[config.mk]
export PLATFORM = sky130hd
export DESIGN_NAME = simd_multiplier_pipelined
export DESIGN_NICKNAME = d
export VERILOG_FILES = /design/src/rtl/simd_multiplier_pipelined.sv
export SDC_FILE = /design/constraint.sdc
export NUM_CORES = 1
export LEC_CHECK = 0
export ABC_AREA = 1
export ABC_CLOCK_PERIOD_IN_PS = 8800
export CORE_MARGIN = 2
export CORE_UTILIZATION = 50
export DETAILED_ROUTE_END_ITERATION = 6
export DONT_BUFFER_PORTS = 1
export GPL_ROUTABILITY_DRIVEN = 0
export GPL_TIMING_DRIVEN = 0
export PLACE_DENSITY = 0.71
export SYNTH_ARGS = -nofsm -noshare
export SYNTH_HDL_FRONTEND = slang
export SYNTH_SLANG_ARGS = --single-unit
[constraint.sdc]
create_clock -name clk -period 8.8 [get_ports clk]
set_input_delay 2.64 -clock clk [delete_from_list [all_inputs] [get_ports clk]]
set_output_delay 2.64 -clock clk [all_outputs]
set_load 0.05 [all_outputs]
[src/rtl/simd_multiplier_pipelined.sv]
// simd_multiplier_pipelined
// Pipelined signed/unsigned multiplier with a per-transaction SIMD split:
// one WxW lane, two (W/2)x(W/2) lanes or four (W/4)x(W/4) lanes.
// Global-stall valid/ready pipeline of LATENCY register stages.
// Optional feature macro: SIMD_MUL_ACC_EN adds in_acc and a lane-wise
// accumulator on the final stage (out_data = accumulator).
module simd_multiplier_pipelined #(
  parameter int W       = 16,
  parameter int LATENCY = 3
) (
  input  logic           clk,
  input  logic           rst_n,
  input  logic           in_valid,
  output logic           in_ready,
  input  logic [W-1:0]   in_a,
  input  logic [W-1:0]   in_b,
  input  logic [1:0]     in_mode,
  input  logic           in_a_sign,
  input  logic           in_b_sign,
`ifdef SIMD_MUL_ACC_EN
  input  logic           in_acc,
`endif
  output logic           out_valid,
  input  logic           out_ready,
  output logic [2*W-1:0] out_data,
  output logic [1:0]     out_mode
);

  localparam int H = W / 2;
  localparam int Q = W / 4;

  localparam logic [1:0] MODE_FULL = 2'b00;
  localparam logic [1:0] MODE_HALF = 2'b01;
  localparam logic [1:0] MODE_QUAD = 2'b10;

`ifdef SIMD_MUL_ACC_EN
  // Lane-wise modulo add: the carry chain is cut at every lane boundary
  // of the given mode so no lane ever spills into its neighbour.
  function automatic logic [2*W-1:0] lane_add(input logic [2*W-1:0] x,
                                              input logic [2*W-1:0] y,
                                              input logic [1:0]     m);
    logic [2*W-1:0] s;
    logic           c;
    s = '0;
    c = 1'b0;
    for (int i = 0; i < 2*W; i++) begin
      if ((m == MODE_QUAD && (i % H) == 0) || (m == MODE_HALF && (i % W) == 0))
        c = 1'b0;
      s[i] = x[i] ^ y[i] ^ c;
      c    = (x[i] & y[i]) | (c & (x[i] ^ y[i]));
    end
    return s;
  endfunction
`endif

  // The whole pipeline moves only when the output slot is free or drained.
  logic advance;
  assign advance  = ~out_valid | out_ready;
  assign in_ready = advance;

  // ---- stage p0: lane products formed from the operands being accepted ----
  logic [1:0]     mode_p0;
  logic [2*W-1:0] prod_full;
  logic [2*W-1:0] prod_half;
  logic [2*W-1:0] prod_quad;
  logic [2*W-1:0] prod_p0;

  assign mode_p0 = (in_mode == 2'b11) ? MODE_FULL : in_mode;

  // Each lane operand is sign-extended (when its sign flag is set) to the
  // product width, so the truncated product is exact for any sign mix.
  logic signed [2*W-1:0] full_a;
  logic signed [2*W-1:0] full_b;
  assign full_a    = {{W{in_a_sign & in_a[W-1]}}, in_a};
  assign full_b    = {{W{in_b_sign & in_b[W-1]}}, in_b};
  assign prod_full = full_a * full_b;

  for (genvar i = 0; i < 2; i++) begin : g_half
    logic signed [W-1:0] la;
    logic signed [W-1:0] lb;
    assign la = {{H{in_a_sign & in_a[i*H+H-1]}}, in_a[i*H +: H]};
    assign lb = {{H{in_b_sign & in_b[i*H+H-1]}}, in_b[i*H +: H]};
    assign prod_half[i*W +: W] = la * lb;
  end

  for (genvar i = 0; i < 4; i++) begin : g_quad
    logic signed [H-1:0] la;
    logic signed [H-1:0] lb;
    assign la = {{Q{in_a_sign & in_a[i*Q+Q-1]}}, in_a[i*Q +: Q]};
    assign lb = {{Q{in_b_sign & in_b[i*Q+Q-1]}}, in_b[i*Q +: Q]};
    assign prod_quad[i*H +: H] = la * lb;
  end

  // Select the lane layout requested by this transaction.
  always_comb begin
    prod_p0 = prod_full;
    case (mode_p0)
      MODE_HALF: prod_p0 = prod_half;
      MODE_QUAD: prod_p0 = prod_quad;
      default:   prod_p0 = prod_full;
    endcase
  end

  // ---- stages p1..pN: valid shift chain, cleared by reset ----
  logic vld_pn [0:LATENCY-1];

  // Valid bits shift one stage per advance; bubbles are kept, not squeezed.
  always_ff @(posedge clk or negedge rst_n) begin
    if (!rst_n) begin
      for (int k = 0; k < LATENCY; k++) vld_pn[k] <= 1'b0;
    end else if (advance) begin
      vld_pn[0] <= in_valid;
      for (int k = 1; k < LATENCY; k++) vld_pn[k] <= vld_pn[k-1];
    end
  end

  assign out_valid = vld_pn[LATENCY-1];

  // Signals feeding the final (output) register.
  logic           fin_vld;
  logic [2*W-1:0] fin_prod;
  logic [1:0]     fin_mode;
`ifdef SIMD_MUL_ACC_EN
  logic           fin_acc;
`endif

  if (LATENCY == 1) begin : g_direct
    assign fin_vld  = in_valid;
    assign fin_prod = prod_p0;
    assign fin_mode = mode_p0;
`ifdef SIMD_MUL_ACC_EN
    assign fin_acc  = in_acc;
`endif
  end else begin : g_stages
    logic [2*W-1:0] prod_pn [0:LATENCY-2];
    logic [1:0]     mode_pn [0:LATENCY-2];
`ifdef SIMD_MUL_ACC_EN
    logic           acc_pn  [0:LATENCY-2];
`endif

    // Intermediate data registers advance in lockstep with the valid chain.
    always_ff @(posedge clk) begin
      if (advance) begin
        prod_pn[0] <= prod_p0;
        mode_pn[0] <= mode_p0;
`ifdef SIMD_MUL_ACC_EN
        acc_pn[0]  <= in_acc;
`endif
        for (int k = 1; k < LATENCY-1; k++) begin
          prod_pn[k] <= prod_pn[k-1];
          mode_pn[k] <= mode_pn[k-1];
`ifdef SIMD_MUL_ACC_EN
          acc_pn[k]  <= acc_pn[k-1];
`endif
        end
      end
    end

    assign fin_vld  = vld_pn[LATENCY-2];
    assign fin_prod = prod_pn[LATENCY-2];
    assign fin_mode = mode_pn[LATENCY-2];
`ifdef SIMD_MUL_ACC_EN
    assign fin_acc  = acc_pn[LATENCY-2];
`endif
  end

  // ---- final stage: output register, loaded only by valid transactions ----
  // Holding on bubbles keeps out_data defined and stable when out_valid is low.
  always_ff @(posedge clk or negedge rst_n) begin
    if (!rst_n) begin
      out_data <= '0;
      out_mode <= MODE_FULL;
    end else if (advance && fin_vld) begin
      out_mode <= fin_mode;
`ifdef SIMD_MUL_ACC_EN
      out_data <= fin_acc ? lane_add(out_data, fin_prod, fin_mode) : fin_prod;
`else
      out_data <= fin_prod;
`endif
    end
  end

endmodule
==> flow_summary_export.csv <==
group,metric,value,unit
synthesis,synth_top_family_by_area,"adder cells",
floorplanning,rows,75,
sta,relSlewSlack,0.321,
setup_path,crit_type,"in2reg",
sta,final.min_clock_period,8.62,ns
sta,final_hold_viol_count,0,
synthesis,synthArstFlopShare,0.352,
clocking,htreeDepth,3,
sta,layout_setup_ws,0.178,ns
clocking,cts_buffers,9,
routing,drt-total-wl,57200,um
routing,wl_per_cell,18.6,um
synthesis,ys_seq_elements,105,
synthesis,synth_fa_ha_area_frac,0.491,
setup_path,start_kind,"primary input",
synthesis,yosysSeqAreaShare,0.139,
clocking,clock_sinks,105,
synthesis,yosysWarnings,0,
clocking,cts_tree,"yes",
synthesis,synth.distinct_cells,46,
floorplanning,coreArea,42100,um^2
placement,numPlacedInstances,3064,
sta,rsz0062_at_grt,"no",
clocking,clk_latency,0.34,ns
clocking,cts_max_path_buffers,2,
hold_path,hold_class,"reg2reg",
floorplanning,initial_core_util,0.508,
floorplanning,die_w,211,um
synthesis,ys.flop_type,"edfxtp_1",
floorplanning,ios,76,
routing,viasPerCell,5.33,
finish,fin_nets,3172,
setup_path,critPathMaxFanout,10,
finish,drive_above_1_share,0.0551,
sta,slew_violations,0,
sta,finalClockSkew,0.00684,ns
routing,drc,0,
setup_path,critPathMaxStageDelay,0.69,ns
finish,final_util,0.534,
sta,maxClockFrequency,0.116,GHz
synthesis,muxShareOfSynthArea,0.0184,
clocking,cts_hold_buf,0,
synthesis,netlist_area,21400,um^2
routing,vias,16400,
synthesis,synth_compound_area_frac,0.0487,
finish,mostFrequentLayoutCells,"inv_1, nand2_1, fa_1",
clocking,postCtsSetupRepairBufs,0,
setup_path,critPathCaptureType,"flip-flop",
global_route,antenna_found_initial,1,
finish,area_growth,5.07,%
synthesis,synthCells,2524,
finish,layout.cells.most_common,"inv_1",
synthesis,synth.avg_cell_area,8.49,um^2
placement,hpwl,48700,um
setup_path,crit_path_top_delay_cell,"clkbuf_1",
global_route,grt_pass1_wl,91900,um
clocking,root_buffer,"clkbuf_16",
routing,drt_iter0_markers,1298,
setup_path,path_delay_family,"adder cells",
setup_path,crit_buf_inv,9,
routing,postRouteAntennaNets,0,
synthesis,syn_nets,3161,
setup_path,worstPathArrival,8.72,ns
sta,final-setup-viol-count,0,
placement,place_worst_setup_slack,-0.450,ns
floorplanning,die_h,211,um
global_route,grt_max_degree,52,
placement,io_buffers,0,
run_status,status,"complete, no violations",
finish,layout.cells.non_filler,3080,
sta,worstMarginPinSlew,1.02,ns
synthesis,synthXorXnorAreaFrac,0.0172,
sta,post-route-period-util,0.980,
clocking,path_clk_slew,0.07,ns
setup_path,cp.required,8.90,ns
routing,first_pass_iters,7,
global_route,overflow,0,
global_route,grt_pass1_vias,17400,
setup_path,cpMostUsedCell,"inv_1",
floorplanning,fp.dieArea,44500,um^2
global_route,grt_usage,0.271,
flow_run,cap_violations,0,
synthesis,synth_edf_count,68,
synthesis,synth_simple_gate_area_frac,0.138,
[worst paths after layout]
path | from | to | slack (ns) | depth (start not counted)
worst min register to register | g_stages.prod_pn[0][11] | g_stages.prod_pn[1][11] | 0.42 | 0
worst max-delay path | in_a[7] | g_stages.prod_pn[0][31] | 0.18 | 25
max in group asynchronous | rst_n | out_data[24] | 6.73 | 0
min in group asynchronous | rst_n | out_data[6] | 1.99 | 0
worst max register to register | out_valid | out_data[30] | 6.54 | 4
worst min-delay path | g_stages.prod_pn[0][11] | g_stages.prod_pn[1][11] | 0.42 | 0
[layout make-up]
cell class,instances,area (um^2)
Timing Repair Buffer,1,27.5
Multi-Input combinational cell,1581,15300
Buffer,80,378
Tap cell,539,674
Clock inverter,7,108
Clock buffer,9,225
Fill cell,3839,19600
Inverter,757,2840
Sequential cell,105,2970
Antenna cell,1,2.50
[per-layer routing]
layer,global-route usage,share of wire
met1,0.347,0.40
met2,0.439,0.46
met5,0,0.00024
met4,0.118,0.046
met3,0.0651,0.097
[worst register-to-register path: stages, from the launching register on]
cell and delay, ns:
dfrtp_1 0.68, nand2_4 0.32, nand2_1 0.39, buf_2 0.37, mux2_2 0.39
[flip-flops by register name, summed over array words and instances (netlist names)]
register and cells:
out_valid 1, out_data 32, out_mode 2, g_stages.prod_pn 64, fin_vld 1, vld_pn 1
g_stages.mode_pn 4
[what timing repair did]
action	4_1_cts	5_1_grt
resized for setup	1	52
endpoints found under the hold margin	0	0
pin swaps	0	0
setup endpoints to repair	5	17
[synth_stat cells, types with 3 or more instances]
| cell type | n | area share |
|---|---|---|
| a21o_1 | 9 | 0.0032 |
| a21oi_1 | 78 | 0.018 |
| a31oi_1 | 6 | 0.0018 |
| buf_1 | 11 | 0.0019 |
| buf_2 | 14 | 0.0033 |
| clkbuf_1 | 52 | 0.0091 |
| dfrtp_1 | 37 | 0.043 |
| edfxtp_1 | 68 | 0.095 |
| fa_1 | 405 | 0.38 |
| ha_1 | 192 | 0.11 |
| inv_1 | 750 | 0.13 |
| inv_2 | 5 | 0.00088 |
| mux2_2 | 35 | 0.018 |
| nand2_1 | 496 | 0.087 |
| nand2_2 | 11 | 0.0032 |
| nand3_1 | 65 | 0.015 |
| nand3_2 | 3 | 0.0014 |
| nand3b_1 | 4 | 0.0014 |
| nand4_1 | 10 | 0.0029 |
| nor2_1 | 105 | 0.018 |
| nor3_1 | 12 | 0.0028 |
| o21ai_0 | 60 | 0.014 |
| o21ai_1 | 4 | 0.00093 |
| o21bai_1 | 7 | 0.0025 |
| o22ai_1 | 4 | 0.0012 |
| or2_2 | 14 | 0.0041 |
| xnor2_1 | 15 | 0.0061 |
| xor2_1 | 27 | 0.011 |
[cell families (layout without fill, tap and decap cells)]
| logic type | Yosys count | in the layout |
|---|---|---|
| simple gates | 723 | 723 |
| mux | 35 | 35 |
| xor+xnor | 42 | 42 |
| flops | 105 | 105 |
| other cells | 0 | 1 |
| buf+inv | 838 | 854 |
| compound gates | 184 | 184 |
| fa+ha+maj | 597 | 597 |
[stage by stage]
step           TNS [ns]  hold slack [ns]  cell area (um^2)
4_1_cts               0            0.419             22500
5_1_grt               0            0.428             22500
3_3_place_gp      -2.76            0.403             22100
6_report              0            0.415             22500
2_1_floorplan         0            0.400             21400
3_5_place_dp      -4.01            0.405             22100
Power is not shown: default switching activity piles up to over one toggle a cycle in this logic, so the estimate is an artifact.
